File: config.mk
export PLATFORM = sky130hd
export DESIGN_NAME = virtual_ds2431_byte_tx
export DESIGN_NICKNAME = d
export VERILOG_FILES = /design/src/rtl/virtual_ds2431_byte_tx.sv
export SDC_FILE = /design/constraint.sdc
export NUM_CORES = 1
export LEC_CHECK = 0
export CAP_MARGIN = 20
export CORE_ASPECT_RATIO = 1.2
export CORE_UTILIZATION = 50
export DETAILED_ROUTE_END_ITERATION = 7
export GPL_ROUTABILITY_DRIVEN = 0
export PLACE_DENSITY_LB_ADDON = 0.15
export SETUP_SLACK_MARGIN = 0.02
export SLEW_MARGIN = 30
export SYNTH_ARGS = -nofsm -noshare
export SYNTH_HDL_FRONTEND = slang
export SYNTH_SLANG_ARGS = --single-unit
File: constraint.sdc
create_clock -name clk -period 3.8 [get_ports clk]
set_clock_uncertainty 0.15 [all_clocks]
set_input_delay 0.57 -clock clk [delete_from_list [all_inputs] [get_ports clk]]
set_output_delay 0.57 -clock clk [all_outputs]
set_load 0.02 [all_outputs]
File: src/rtl/virtual_ds2431_byte_tx.sv
// rtl/virtual_ds2431_byte_tx.sv - 1-Wire slave byte transmitter answering master read slots LSB first
module virtual_ds2431_byte_tx #(
    parameter int HOLD_CYC    = 1500,
    parameter int RST_DET_CYC = 20000
) (
    input  logic       clk,
    input  logic       rst,
    input  logic       dqIn,
    input  logic [7:0] sentDat,
    input  logic       transTrig,
    output logic       dqPullLow,
    output logic       byteTransDone,
    output logic       busy,
    output logic       busResetDet
);

    typedef enum logic [2:0] {
        IDLE,
        WAIT_SLOT,
        DRIVE,
        RECOVER,
        DONE
    } state_t;

    localparam logic [15:0] HOLD_LOAD = 16'(HOLD_CYC - 1);
    localparam logic [15:0] RST_LAST  = 16'(RST_DET_CYC - 1);

    state_t      state;
    state_t      stateNext;
    logic        dqMeta;
    logic        dqSync;
    logic        dqDly;
    logic        fallEdge;
    logic [7:0]  shiftReg;
    logic [7:0]  shiftNext;
    logic [2:0]  bitCnt;
    logic [2:0]  bitCntNext;
    logic [15:0] holdCnt;
    logic [15:0] holdCntNext;
    logic [15:0] lowCnt;
    logic [15:0] lowCntNext;
    logic        pullNext;
    logic        rstDetNext;
    logic        inByte;

    // Synchronise the bus level and register the falling-edge strobe; idle bus reads high.
    always_ff @(posedge clk) begin
        if (rst) begin
            dqMeta   <= 1'b1;
            dqSync   <= 1'b1;
            dqDly    <= 1'b1;
            fallEdge <= 1'b0;
        end else begin
            dqMeta   <= dqIn;
            dqSync   <= dqMeta;
            dqDly    <= dqSync;
            fallEdge <= dqDly & ~dqSync;
        end
    end

    // State and datapath registers; reset releases DQ on the same edge.
    always_ff @(posedge clk) begin
        if (rst) begin
            state       <= IDLE;
            shiftReg    <= 8'd0;
            bitCnt      <= 3'd0;
            holdCnt     <= 16'd0;
            lowCnt      <= 16'd0;
            dqPullLow   <= 1'b0;
            busResetDet <= 1'b0;
        end else begin
            state       <= stateNext;
            shiftReg    <= shiftNext;
            bitCnt      <= bitCntNext;
            holdCnt     <= holdCntNext;
            lowCnt      <= lowCntNext;
            dqPullLow   <= pullNext;
            busResetDet <= rstDetNext;
        end
    end

    assign inByte = (state == WAIT_SLOT) || (state == DRIVE) || (state == RECOVER);

    // Slot sequencing, saturating low-time counter and master-reset abort (abort wins).
    always_comb begin
        stateNext   = state;
        shiftNext   = shiftReg;
        bitCntNext  = bitCnt;
        holdCntNext = holdCnt;
        pullNext    = dqPullLow;
        rstDetNext  = 1'b0;
        lowCntNext  = 16'd0;

        if (inByte && !dqSync) begin
            lowCntNext = (lowCnt == 16'hFFFF) ? lowCnt : lowCnt + 16'd1;
        end

        case (state)
            IDLE: begin
                pullNext = 1'b0;
                if (transTrig) begin
                    shiftNext  = sentDat;
                    bitCntNext = 3'd0;
                    stateNext  = WAIT_SLOT;
                end
            end
            WAIT_SLOT: begin
                if (fallEdge) begin
                    if (!shiftReg[0]) begin
                        pullNext    = 1'b1;
                        holdCntNext = HOLD_LOAD;
                        stateNext   = DRIVE;
                    end else begin
                        stateNext = RECOVER;
                    end
                end
            end
            DRIVE: begin
                if (holdCnt == 16'd0) begin
                    pullNext  = 1'b0;
                    stateNext = RECOVER;
                end else begin
                    holdCntNext = holdCnt - 16'd1;
                end
            end
            RECOVER: begin
                if (dqSync) begin
                    shiftNext  = {1'b0, shiftReg[7:1]};
                    bitCntNext = bitCnt + 3'd1;
                    stateNext  = (bitCnt == 3'd7) ? DONE : WAIT_SLOT;
                end
            end
            DONE: begin
                stateNext = IDLE;
            end
            default: begin
                stateNext = IDLE;
                pullNext  = 1'b0;
            end
        endcase

        if (inByte && !dqSync && (lowCnt >= RST_LAST)) begin
            stateNext  = IDLE;
            pullNext   = 1'b0;
            rstDetNext = 1'b1;
            lowCntNext = 16'd0;
        end
    end

    assign busy          = (state != IDLE);
    assign byteTransDone = (state == DONE);

endmodule

# Word level (Yosys, flattened, before mapping)
# Cells that the tools add are included.
dict set report op_classes {
  add_sub_neg 3
  n_lt_le_gt_ge 1
  n_eq_ne 12
  mux 22
  bitwise_logic 4
  reduce_logical 17
}
# cell n
set op_table {}
lappend op_table {{$mux 16} 3}
lappend op_table {{$pmux 16 s2} 1}
lappend op_table {{$mux 3} 7}
lappend op_table {{$add 16x1->16 const B} 1}
lappend op_table {{$eq 16x16->1 const B} 1}
lappend op_table {{$ge 16x15->1 const B} 1}
lappend op_table {{$logic_not 16->1} 1}
lappend op_table {{$mux 8} 2}
lappend op_table {{$pmux 8 s2} 1}
lappend op_table {{$sub 16x1->16 const B} 1}
lappend op_table {{$pmux 3 s4} 1}
lappend op_table {{$reduce_and 4->1} 3}
lappend op_table {{$ne 2x2->1 const B} 5}
lappend op_table {{$eq 3x2->1 const B} 2}
lappend op_table {{$eq 3x3->1 const B} 2}
lappend op_table {{$pmux 3 s2} 1}
lappend op_table {{$mux 1} 5}
lappend op_table {{$reduce_bool 2->1} 2}
lappend op_table {{$reduce_or 2->1} 2}
lappend op_table {{$add 3x1->3 const B} 1}
lappend op_table {{$eq 3x1->1 const B} 1}
lappend op_table {{$logic_not 3->1} 1}
lappend op_table {{$not 1->1} 3}
lappend op_table {{$pmux 1 s3} 1}
lappend op_table {{other kinds (8)} 10}
dict set report totals {
  reg_bits 52
  in_bits 12
  out_inout_bits 4
  elab_cells 70
}

# Longest topological paths before layout
dict set report depth {
  word_depth 6
  ltp_mapped 8
  mapped_depth_nobuf 7
}

# Worst setup path after synthesis
# No wires, ideal clock.
dict set report synth_timing {
  path_kind {register to register}
  start {register holdCnt[0]}
  end {register holdCnt[9]}
  setup_time_ns 0.116
  t_arrival_ns 1.751
  t_required_ns 3.534
  path_slack_ns 1.783
  stages_incl_launch_ff 9
  path_buffers 1
  synth_period_minus_slack_ns 2.017
  path_cell_list {dfxtp_1 inv_1 ha_1 nor3b_1 and4_1 buf_6 a211oi_4 a21oi_1 a31o_2}
}
dict set report synth_via {
  elab_chain_cells 3
  elab_cells_between_ends 6
  cone_classes {1 x add/sub; 1 x eq/ne; 2 x mux; 2 x reduce/logical}
}
# item line_no
set synth_rtl {}
lappend synth_rtl {{start, declared} 38} ;# logic [15:0] holdCnt;
lappend synth_rtl {{start signal, assigned} 75} ;# holdCnt <= holdCntNext;
lappend synth_rtl {{$sub 16x1->16 / $logic_not 16->1 (equally long branches)} {123, 119}}
lappend synth_rtl {{$mux 16 / $ne 2x2->1 (equally long branches)} -}
lappend synth_rtl {{$pmux 16 s2 / $reduce_and 4->1 (equally long branches)} -}
# Several ways; a longest one is shown, not always the timed one. The select of a mux whose other input is x is not followed.
# A chain may end at the register's enable or synchronous reset.

# Final worst setup path
dict set report layout_timing {
  start {register state[2]}
  end {output byteTransDone}
}
dict set report layout_via {
  elab_chain_cells 1
}
# item line_no
set layout_rtl {}
lappend layout_rtl {{start, declared} 28} ;# state_t state;
lappend layout_rtl {{start signal, assigned} 72} ;# state <= stateNext;
lappend layout_rtl {{$eq 3x3->1} 151} ;# assign byteTransDone = (state == DONE);
lappend layout_rtl {{end, declared} 12} ;# output logic byteTransDone,
# Every way passes these cells.

==> out/summary.txt <==
status - finished, final reports clean
clk slew on worst S/H paths - 0.09 ns
dpl cells - 365
Synth cell types - 50
Initial DRC Count - 108
number of synthesized flops with an enable pin - 0
clock sinks - 52
critical path required time - 3.08 ns
register area share after synthesis - 0.404
top cell type by total area after synthesis - dfxtp_1
share of layout cells above drive strength 1 - 0.0863
Worst Hold Class - reg -> reg
drt pass-1 iters - 4
startpoint types - register
CTS Hold Buffers Added - 0
Clock Tree Buf Depth - 2
Die Footprint - 5440 sq um
GRT overflow - 0
Ys Warns - 0
Syn Area/Cell - 8.50 sq um
Setup WS pre-CTS - 1.19 ns
CTS tree - built
Core ar. - 4940 sq um
vias in the first global route - 1,936
maxcap violations - 0
largest net degree at the start of global routing - 21
CP endpoint kind - output port
Final WS setup - 0.853 ns
area occupied by registers - 1040 sq um
Finished Layout Cells - 373
die height - 80.6 um
Synth Register Bits - 52
Port Buffers - 15
Syn Std Cell Area - 2580 sq um
design area - 2860 sq um
Post-CTS Setup Inserts - 0
Rows - 28
Synth Flop Type - dfxtp_1
area of the multi-input gates - 1430 sq um
first-pass GRT wire length - 8480 um
Slew HR - 0.499
total track usage - 0.204
Syn Nets - 319
antenna-violating nets left - 0
final setup vio count - 0
post-synthesis instance total - 303
cell with the most instances after synthesis - dfxtp_1
Least-Margin Pin Slew - 0.752 ns
CTS Buf Count - 5
initial antenna violation count - 0
Layout area overhead - 11.1%
PwrDens - 379 nW/um^2
RSZ-0062 raised after global routing - false
fin crit share - 0.775
LEAKAGE - 1.01 nW
top cells by area, synth - dfxtp_1, nor2_1, nand2_1
Fillers - 476
crit path time final - 2.95 ns
CP max FO - 14
fmax - 0.339 GHz
via count - 2,109
Async SR Flop Fraction - 0
Slew Limit Fails - 0
clk root buf - clkbuf_8
clock latency on the worst-skew pair - 0.31 ns
Max VDD drop - 267 uV
H-tree depth - 2
post-cts sizing count - 0
Ant. Diodes - 0
Placed Instance Area - 2740 sq um
Nets - 328
die width - 67.5 um
DRC violation count after routing - 0
final setup TNS - 0 ns
Yosys top cell area share - 0.404
Post-synth top cells - dfxtp_1, nor2_1, nand2_1, a21oi_1, nand3_1
dpl hpwl - 3380 um
Post-Route WL - 4920 um
Starting Density - 0.522
DR vias/cell - 5.65
Hold Fails Final Rpt - 0
critical path class - reg -> out
worst hold slack - 0.267 ns
I/O Pins - 16
Critical Path AT - 2.23 ns
Routed WL per cell - 13.2 um
-- path summary, 6_finish.rpt --
kind	from	end	slack (ns)	cells past startpoint
setup / recovery	state[2]	byteTransDone	0.85	3
hold / removal	dqDly	fallEdge	0.27	2
setup reg to reg	state[2]	holdCnt[14]	1.45	5
hold reg to reg	dqDly	fallEdge	0.27	2
-- layer usage --
| layer | GRT usage | routed length [um] |
|---|---|---|
| met5 | 0 | 0 |
| met4 | 0.0681 | 74 |
| met3 | 0.0469 | 142 |
| met2 | 0.341 | 2320 |
| met1 | 0.251 | 2390 |
-- flip-flops by register name, summed over array words and instances, names as in the netlist --
register / flops
bitCnt: 3
state: 3
shiftReg: 8
dqDly: 1
dqPullLow: 1
fallEdge: 1
holdCnt: 16
busResetDet: 1
dqMeta: 1
dqSync: 1
lowCnt: 16
-- logic make-up (layout without fill, tap and decap cells) --
| family | Yosys count | after routing | share of synthesized area |
|---|---|---|---|
| buf+inv | 22 | 32 | 0.0403 |
| compound gates | 62 | 62 | 0.175 |
| mux | 7 | 7 | 0.0272 |
| flops | 52 | 52 | 0.404 |
| fa+ha+maj | 4 | 4 | 0.0194 |
| other cells | 1 | 1 | 0.00146 |
| xor+xnor | 13 | 13 | 0.0442 |
| simple gates | 142 | 142 | 0.288 |
-- through the flow --
stage | utilization | total power, mW
2_1_floorplan | - | 0.664
3_3_place_gp | 0.554 | 0.684
3_5_place_dp | 0.554 | 0.685
4_1_cts | 0.579 | 1.10
5_1_grt | 0.579 | 1.13
6_report | 0.579 | 1.08
-- worst max-delay path, cell delays in order (launching register included) --
cell	delay [ns]
dfxtp_1	0.70
inv_1	0.36
nor3_1	0.23
clkdlybuf4s50_1	0.63
-- final cells by class --
cell class                 count  area share
inverter                       8      0.0105
multi-input combinational    229       0.500
timing repair buffer          16      0.0551
clock buffer                   7      0.0337
clock inverter                 1      0.0105
tap                           60      0.0262
sequential                    52       0.364
-- report_power, final --
group	switching, mW	total [mW]	internal, mW
sequential	0.0143	0.574	0.560
combinational	0.0557	0.0980	0.0423
clock	0.181	0.413	0.232
total	0.251	1.08	0.834
-- cells in the final DEF, fill, tap and decap left out, types with 3 or more instances in the layout --
cell type        count
clkdlybuf4s50_1     15
nor2_1              44
a311oi_1             7
xor2_1               7
or2_2                4
mux2i_1              7
nand2b_1             7
a211oi_1             4
and3_1               4
inv_1                8
o21ai_0              7
a21o_1               3
and2_1               3
o2111ai_1            6
nand3_1             10
a31oi_1              3
clkbuf_8             7
xnor2_1              6
nor4_1               7
dfxtp_1             52
ha_1                 4
a31o_2               3
nand4_1              5
a21oi_1             19
nor3_1               8
nand2_1             33
Note: power is estimated with default switching activity, not from simulation.
